[src/rtl/afe_spi_capture_pkg.sv]
// Shared definitions for the AFE attenuator SPI capture receiver:
// FSM encoding, bit-counter sizing and the saturating counter helper.
package afe_spi_capture_pkg;

  typedef enum logic {
    ST_IDLE  = 1'b0,
    ST_SHIFT = 1'b1
  } state_t;

  localparam int BITCOUNT_WIDTH = 8;
  localparam logic [BITCOUNT_WIDTH-1:0] BITCOUNT_MAX = 8'd255;
  localparam logic [BITCOUNT_WIDTH-1:0] BITCOUNT_ONE = 8'd1;

  // The frame-length counter sticks at its maximum so very long frames
  // still report as over-length instead of wrapping back to a legal size.
  function automatic logic [BITCOUNT_WIDTH-1:0] sat_inc(
    input logic [BITCOUNT_WIDTH-1:0] count
  );
    return (count == BITCOUNT_MAX) ? count : count + BITCOUNT_ONE;
  endfunction

endpackage

[src/rtl/afe_spi_sync.sv]
// Two-flop synchronizer for one asynchronous SPI pin, plus a delay flop
// that turns the synchronized level into single-cycle rise/fall pulses.
module afe_spi_sync #(
  parameter logic RESET_VALUE = 1'b0
) (
  input  logic clk,
  input  logic rst,
  input  logic din,
  output logic level,
  output logic rise,
  output logic fall
);

  logic meta_q;
  logic sync_q;
  logic prev_q;

  // All three stages share the reset value, so no edge is seen right after
  // reset unless the pin really sits at the opposite level.
  always_ff @(posedge clk or posedge rst) begin
    if (rst) begin
      meta_q <= RESET_VALUE;
      sync_q <= RESET_VALUE;
      prev_q <= RESET_VALUE;
    end else begin
      meta_q <= din;
      sync_q <= meta_q;
      prev_q <= sync_q;
    end
  end

  assign level = sync_q;
  assign rise  = sync_q & ~prev_q;
  assign fall  = ~sync_q & prev_q;

endmodule

[src/rtl/afe_spi_capture.sv]
// Listening end of the 3-wire AFE attenuator SPI link: oversamples the pins
// on sysClk, deserializes MSB-first frames and validates length at LE rise.
module afe_spi_capture
  import afe_spi_capture_pkg::*;
#(
  parameter int WORD_WIDTH        = 8,
  parameter int FRAME_COUNT_WIDTH = 16
) (
  input  logic                         sysClk,
  input  logic                         sysReset,
  input  logic                         spiClk,
  input  logic                         spiSdi,
  input  logic                         spiLe,
  input  logic                         clearErrors,
  output logic [WORD_WIDTH-1:0]        rxWord,
  output logic                         rxStrobe,
  output logic [BITCOUNT_WIDTH-1:0]    rxBitCount,
  output logic [FRAME_COUNT_WIDTH-1:0] frameCount,
  output logic                         errLength,
  output logic                         errStray,
  output state_t                       dbgState
);

  localparam logic [BITCOUNT_WIDTH-1:0]    WORD_LEN = BITCOUNT_WIDTH'(WORD_WIDTH);
  localparam logic [FRAME_COUNT_WIDTH-1:0] FRAME_ONE = FRAME_COUNT_WIDTH'(1);

  logic clk_level, clk_rise, clk_fall;
  logic sdi_level, sdi_rise, sdi_fall;
  logic le_level, le_rise, le_fall;
  logic sync_unused;

  afe_spi_sync #(.RESET_VALUE(1'b0)) u_sync_clk (
    .clk   (sysClk),
    .rst   (sysReset),
    .din   (spiClk),
    .level (clk_level),
    .rise  (clk_rise),
    .fall  (clk_fall)
  );

  afe_spi_sync #(.RESET_VALUE(1'b0)) u_sync_sdi (
    .clk   (sysClk),
    .rst   (sysReset),
    .din   (spiSdi),
    .level (sdi_level),
    .rise  (sdi_rise),
    .fall  (sdi_fall)
  );

  // LE idles high, so its stages come out of reset high as well.
  afe_spi_sync #(.RESET_VALUE(1'b1)) u_sync_le (
    .clk   (sysClk),
    .rst   (sysReset),
    .din   (spiLe),
    .level (le_level),
    .rise  (le_rise),
    .fall  (le_fall)
  );

  assign sync_unused = ^{clk_level, clk_fall, sdi_rise, sdi_fall, le_level};

  state_t                      state;
  logic [WORD_WIDTH-1:0]       shift_q;
  logic [WORD_WIDTH-1:0]       shift_next;
  logic [BITCOUNT_WIDTH-1:0]   bit_cnt;

  if (WORD_WIDTH == 1) begin : g_shift_one
    assign shift_next = sdi_level;
  end else begin : g_shift_many
    assign shift_next = {shift_q[WORD_WIDTH-2:0], sdi_level};
  end

  // rxStrobe is a one-cycle pulse with no back-pressure: the word is valid in
  // the strobe cycle and stays on rxWord until the next good frame.
  // LE rise outranks a coincident spiClk rise, and a new error outranks
  // clearErrors because the set is written after the clear.
  always_ff @(posedge sysClk or posedge sysReset) begin
    if (sysReset) begin
      state      <= ST_IDLE;
      shift_q    <= '0;
      bit_cnt    <= '0;
      rxWord     <= '0;
      rxStrobe   <= 1'b0;
      rxBitCount <= '0;
      frameCount <= '0;
      errLength  <= 1'b0;
      errStray   <= 1'b0;
    end else begin
      rxStrobe <= 1'b0;
      if (clearErrors) begin
        errLength <= 1'b0;
        errStray  <= 1'b0;
      end
      case (state)
        ST_IDLE: begin
          if (clk_rise) begin
            errStray <= 1'b1;
          end
          if (le_fall) begin
            state   <= ST_SHIFT;
            shift_q <= '0;
            bit_cnt <= '0;
          end
        end
        ST_SHIFT: begin
          if (le_rise) begin
            state      <= ST_IDLE;
            rxBitCount <= bit_cnt;
            if (bit_cnt == WORD_LEN) begin
              rxWord     <= shift_q;
              rxStrobe   <= 1'b1;
              frameCount <= frameCount + FRAME_ONE;
            end else begin
              errLength <= 1'b1;
            end
          end else if (clk_rise) begin
            shift_q <= shift_next;
            bit_cnt <= sat_inc(bit_cnt);
          end
        end
        default: state <= ST_IDLE;
      endcase
    end
  end

  assign dbgState = state;

endmodule
[config.mk]
export PLATFORM = sky130hd
export DESIGN_NAME = afe_spi_capture
export DESIGN_NICKNAME = d
export VERILOG_FILES = /design/src/rtl/afe_spi_capture_pkg.sv /design/src/rtl/afe_spi_sync.sv /design/src/rtl/afe_spi_capture.sv
export SDC_FILE = /design/constraint.sdc
export NUM_CORES = 1
export LEC_CHECK = 0
export CELL_PAD_IN_SITES_DETAIL_PLACEMENT = 2
export CELL_PAD_IN_SITES_GLOBAL_PLACEMENT = 2
export CORE_MARGIN = 1
export CORE_UTILIZATION = 31
export CTS_CLUSTER_DIAMETER = 100
export DETAILED_ROUTE_END_ITERATION = 6
export PLACE_DENSITY_LB_ADDON = 0.1
export SYNTH_ARGS = -nofsm -noshare
export SYNTH_HDL_FRONTEND = slang
export SYNTH_SLANG_ARGS = --single-unit
export TNS_END_PERCENT = 30
[constraint.sdc]
create_clock -name sysClk -period 2 [get_ports sysClk]
set_input_delay 0.4 -clock sysClk [delete_from_list [all_inputs] [get_ports sysClk]]
set_output_delay 0.4 -clock sysClk [all_outputs]
set_load 0.005 [all_outputs]
==> out/results.ini, run 1 <==
[outcome]
outcome=complete, no violations

[power_and_ir_drop]
p_int_mw=2.42
switching_share=0.279
powerDensity_nw_per_um2=1000
comb_power_share=0.204
p_leak_nw=1.48
peakVddDrop_mv=0.424
design_power_total_mw=3.36
switchingPower_uw=937
power.share.clock=0.352
pwr-share-seq=0.443

[global_routing]
grt-ovfl-total=0
grtUsageTotal=0.158
grt_start_max_net_pins=61
antenna_found_initial=0
grt_pass1_wl_mm=10.1
grt_pass1_vias=2002

[flow_run]
cap_violations=0

[worst_setup_path]
crit_family=simple AND/OR/NAND/NOR gates
cp.required_ns=2.22
critPathLaunchType=register
crit_type=register to register
worstSetupEndpointType=register
path_max_fanout=15
arrival_ns=2.14
crit_chain=inv_1 > ha_1 > or3b_4 > nor3_4 > buf_12 > mux2_2
critPathSlowestCell=or3b_4
cpPeakStageDelay_ns=0.42
critPathBufInv=2

[final_layout]
stdcell_count=375
layout-drive-gt1-share=0.198
fin_util=0.434
n_antenna_cell=0
fin_area_um2=3360
nets=277
area_growth_pct=34.9

[clock_network]
cts_hold_buf=0
path_clk_slew_ns=0.07
cts.sinks=60
cts-root-buf=clkbuf_8
clk_latency_ns=0.34
cts_made_buffers=9
htreeDepth=3
clk_path_buf_depth=2
cts_tree=built

[drt]
postRouteAntennaNets=0
vias_per_cell=4.84
vias=1815
drt-total-wl_mm=5.82
drtIter0Drc=74
drc=0
firstDrtPassIters=4
wl_per_cell_um=15.5

[timing]
finalHoldViolCount=0
fin_tns_setup_ns=0
slew_viol_final=0
worstMarginPinSlew_ns=0.436
maxSlewHeadroom=0.708
setup_viol=0
timing.final.ws_setup_ns=0.0834
fin_worst_skew_ns=0.00838
max_freq_mhz=522
min_period_over_period=0.958
min_period_ns=1.92
rsz0062_at_grt=false
timing.hold.ws_ns=0.353

[placement]
io_buffers=41
dpl_cell_area_um2=3130
pre_cts_slack_ns=0.0611
dpl.hpwl_mm=3.89
gp_congestion=0.721
dpl.cell_count=358

[yosys]
syn_area_per_cell_um2=11.8
synth_common_cells=57 x dfrtp_1, 29 x nand2_1, 15 x o21ai_0
synth-main-ff-cell=dfrtp_1
synth_top_area_share=0.573
synth.area.top_cells=dfrtp_1 57%, mux2_2 5.4%, xnor2_1 4.9%
synth_edf_count=0
synth_top_area_cell=dfrtp_1
syn_nets=219
synth_seq_cells=60
syn_area_um2=2490
yosys.cell_count.top_type=dfrtp_1
ys_seq_area_frac=0.605
ys.warnings.count=0
syn_inst=210
async_flop_share=1.00
ys_types=42

[floorplanning]
ios=42
row_count=32
start_util=0.322
die-area_um2=8390
dieWidth_um=91.6
die_h_um=91.6
core-area_um2=7730

[worst_hold_path]
holdCritPathClass=register to register

per-layer routing:
metal / up-vias / wire (µm) / track usage
met4: 0 / 98 / 0.0754
met2: 30 / 2970 / 0.254
met3: 9 / 158 / 0.0343
met1: 925 / 2590 / 0.201
li1: 851 / - / -
met5: - / 0 / 0
state kept, by name, indices dropped and copies added (netlist names):
signal             cells
rxBitCount             8
u_sync_sdi.level       1
u_sync_le.level        1
u_sync_sdi.meta_q      1
frameCount            16
shift_q                8
u_sync_le.prev_q       1
bit_cnt                8
u_sync_clk.prev_q      1
u_sync_clk.level       1
u_sync_clk.meta_q      1
dbgState               1
errStray               1
errLength              1
rxStrobe               1
u_sync_le.meta_q       1
rxWord                 8
cell type report:
cell class	count	area [µm²]
Inverter	9	33.8
Clock buffer	9	124
Sequential cell	60	1510
Tap cell	102	128
Fill cell	796	4370
Multi-Input combinational cell	133	917
Timing Repair Buffer	55	557
Clock inverter	7	91.3
repair_timing:
item	in CTS	in global routing
hold endpoints to repair	0	0
setup buffers	0	1
resized for setup	0	2
endpoints found under the setup margin	0	9
power groups by stage:
stage / sequential, mW / combinational, mW / clock (mW)
after floorplan: 1.51 / 0.330 / 0
after CTS: 1.49 / 0.704 / 1.24
final: 1.49 / 0.686 / 1.18
after global placement: 1.51 / 0.675 / 0
after detailed placement: 1.52 / 0.686 / 0
after global routing: 1.52 / 0.775 / 1.30
logic make-up (layout without fill, tap and decap cells):
logic type               after synthesis  count (layout)  share of synthesized area
flip-flops                            60              60                      0.605
AND/OR/NAND/NOR                       69              69                      0.155
buffers and inverters                 17              80                     0.0272
adder cells (fa/ha/maj)                3               3                     0.0151
XOR/XNOR                              15              15                     0.0528
AO/OA/AOI/OAI                         32              32                     0.0820
multiplexers                          14              14                     0.0624
cell usage in the layout, fill, tap and decap left out, types with 2 or more instances in the layout:
cell	count
dfrtp_1	57
clkdlybuf4s50_1	41
nand2_1	29
o21ai_0	15
xnor2_1	14
mux2_2	12
nand3_1	10
buf_4	10
nand4_1	9
clkbuf_8	9
inv_1	7
nor2_1	3
a21oi_1	3
and3_1	3
ha_1	3
clkinv_2	3
buf_12	3
dfstp_2	3
a31oi_1	2
and2_1	2
o31ai_1	2
and4_1	2
inv_2	2
mux2i_1	2
bufinv_16	2
worst reg2reg max path, stage by stage, from the launching register on:
cell	delay, ns
dfrtp_1	0.41
inv_1	0.10
ha_1	0.16
or3b_4	0.42
nor3_4	0.21
buf_12	0.17
mux2_2	0.34
final timing paths:
check,start,endpoint,slack (ns),cells past startpoint
min in group asynchronous,sysReset,frameCount[12],0.44,3
min reg2reg,u_sync_clk.meta_q,u_sync_clk.level,0.35,0
max in group asynchronous,sysReset,u_sync_le.prev_q,1.23,3
min,u_sync_clk.meta_q,u_sync_clk.level,0.35,0
max,bit_cnt[0],rxWord[7],0.08,6
max reg2reg,bit_cnt[0],rxWord[7],0.08,6
(Power assumes the default switching activity.)
==> run 2: changes to the inputs <==
--- a/config.mk
+++ b/config.mk
@@ -11,6 +11,7 @@
 export CORE_UTILIZATION = 31
 export CTS_CLUSTER_DIAMETER = 100
 export DETAILED_ROUTE_END_ITERATION = 6
+export GPL_ROUTABILITY_DRIVEN = 0
 export PLACE_DENSITY_LB_ADDON = 0.1
 export SYNTH_ARGS = -nofsm -noshare
 export SYNTH_HDL_FRONTEND = slang
==> results of run 2 <==
The final DEF is identical to that of run 1; final timing and power are the same.
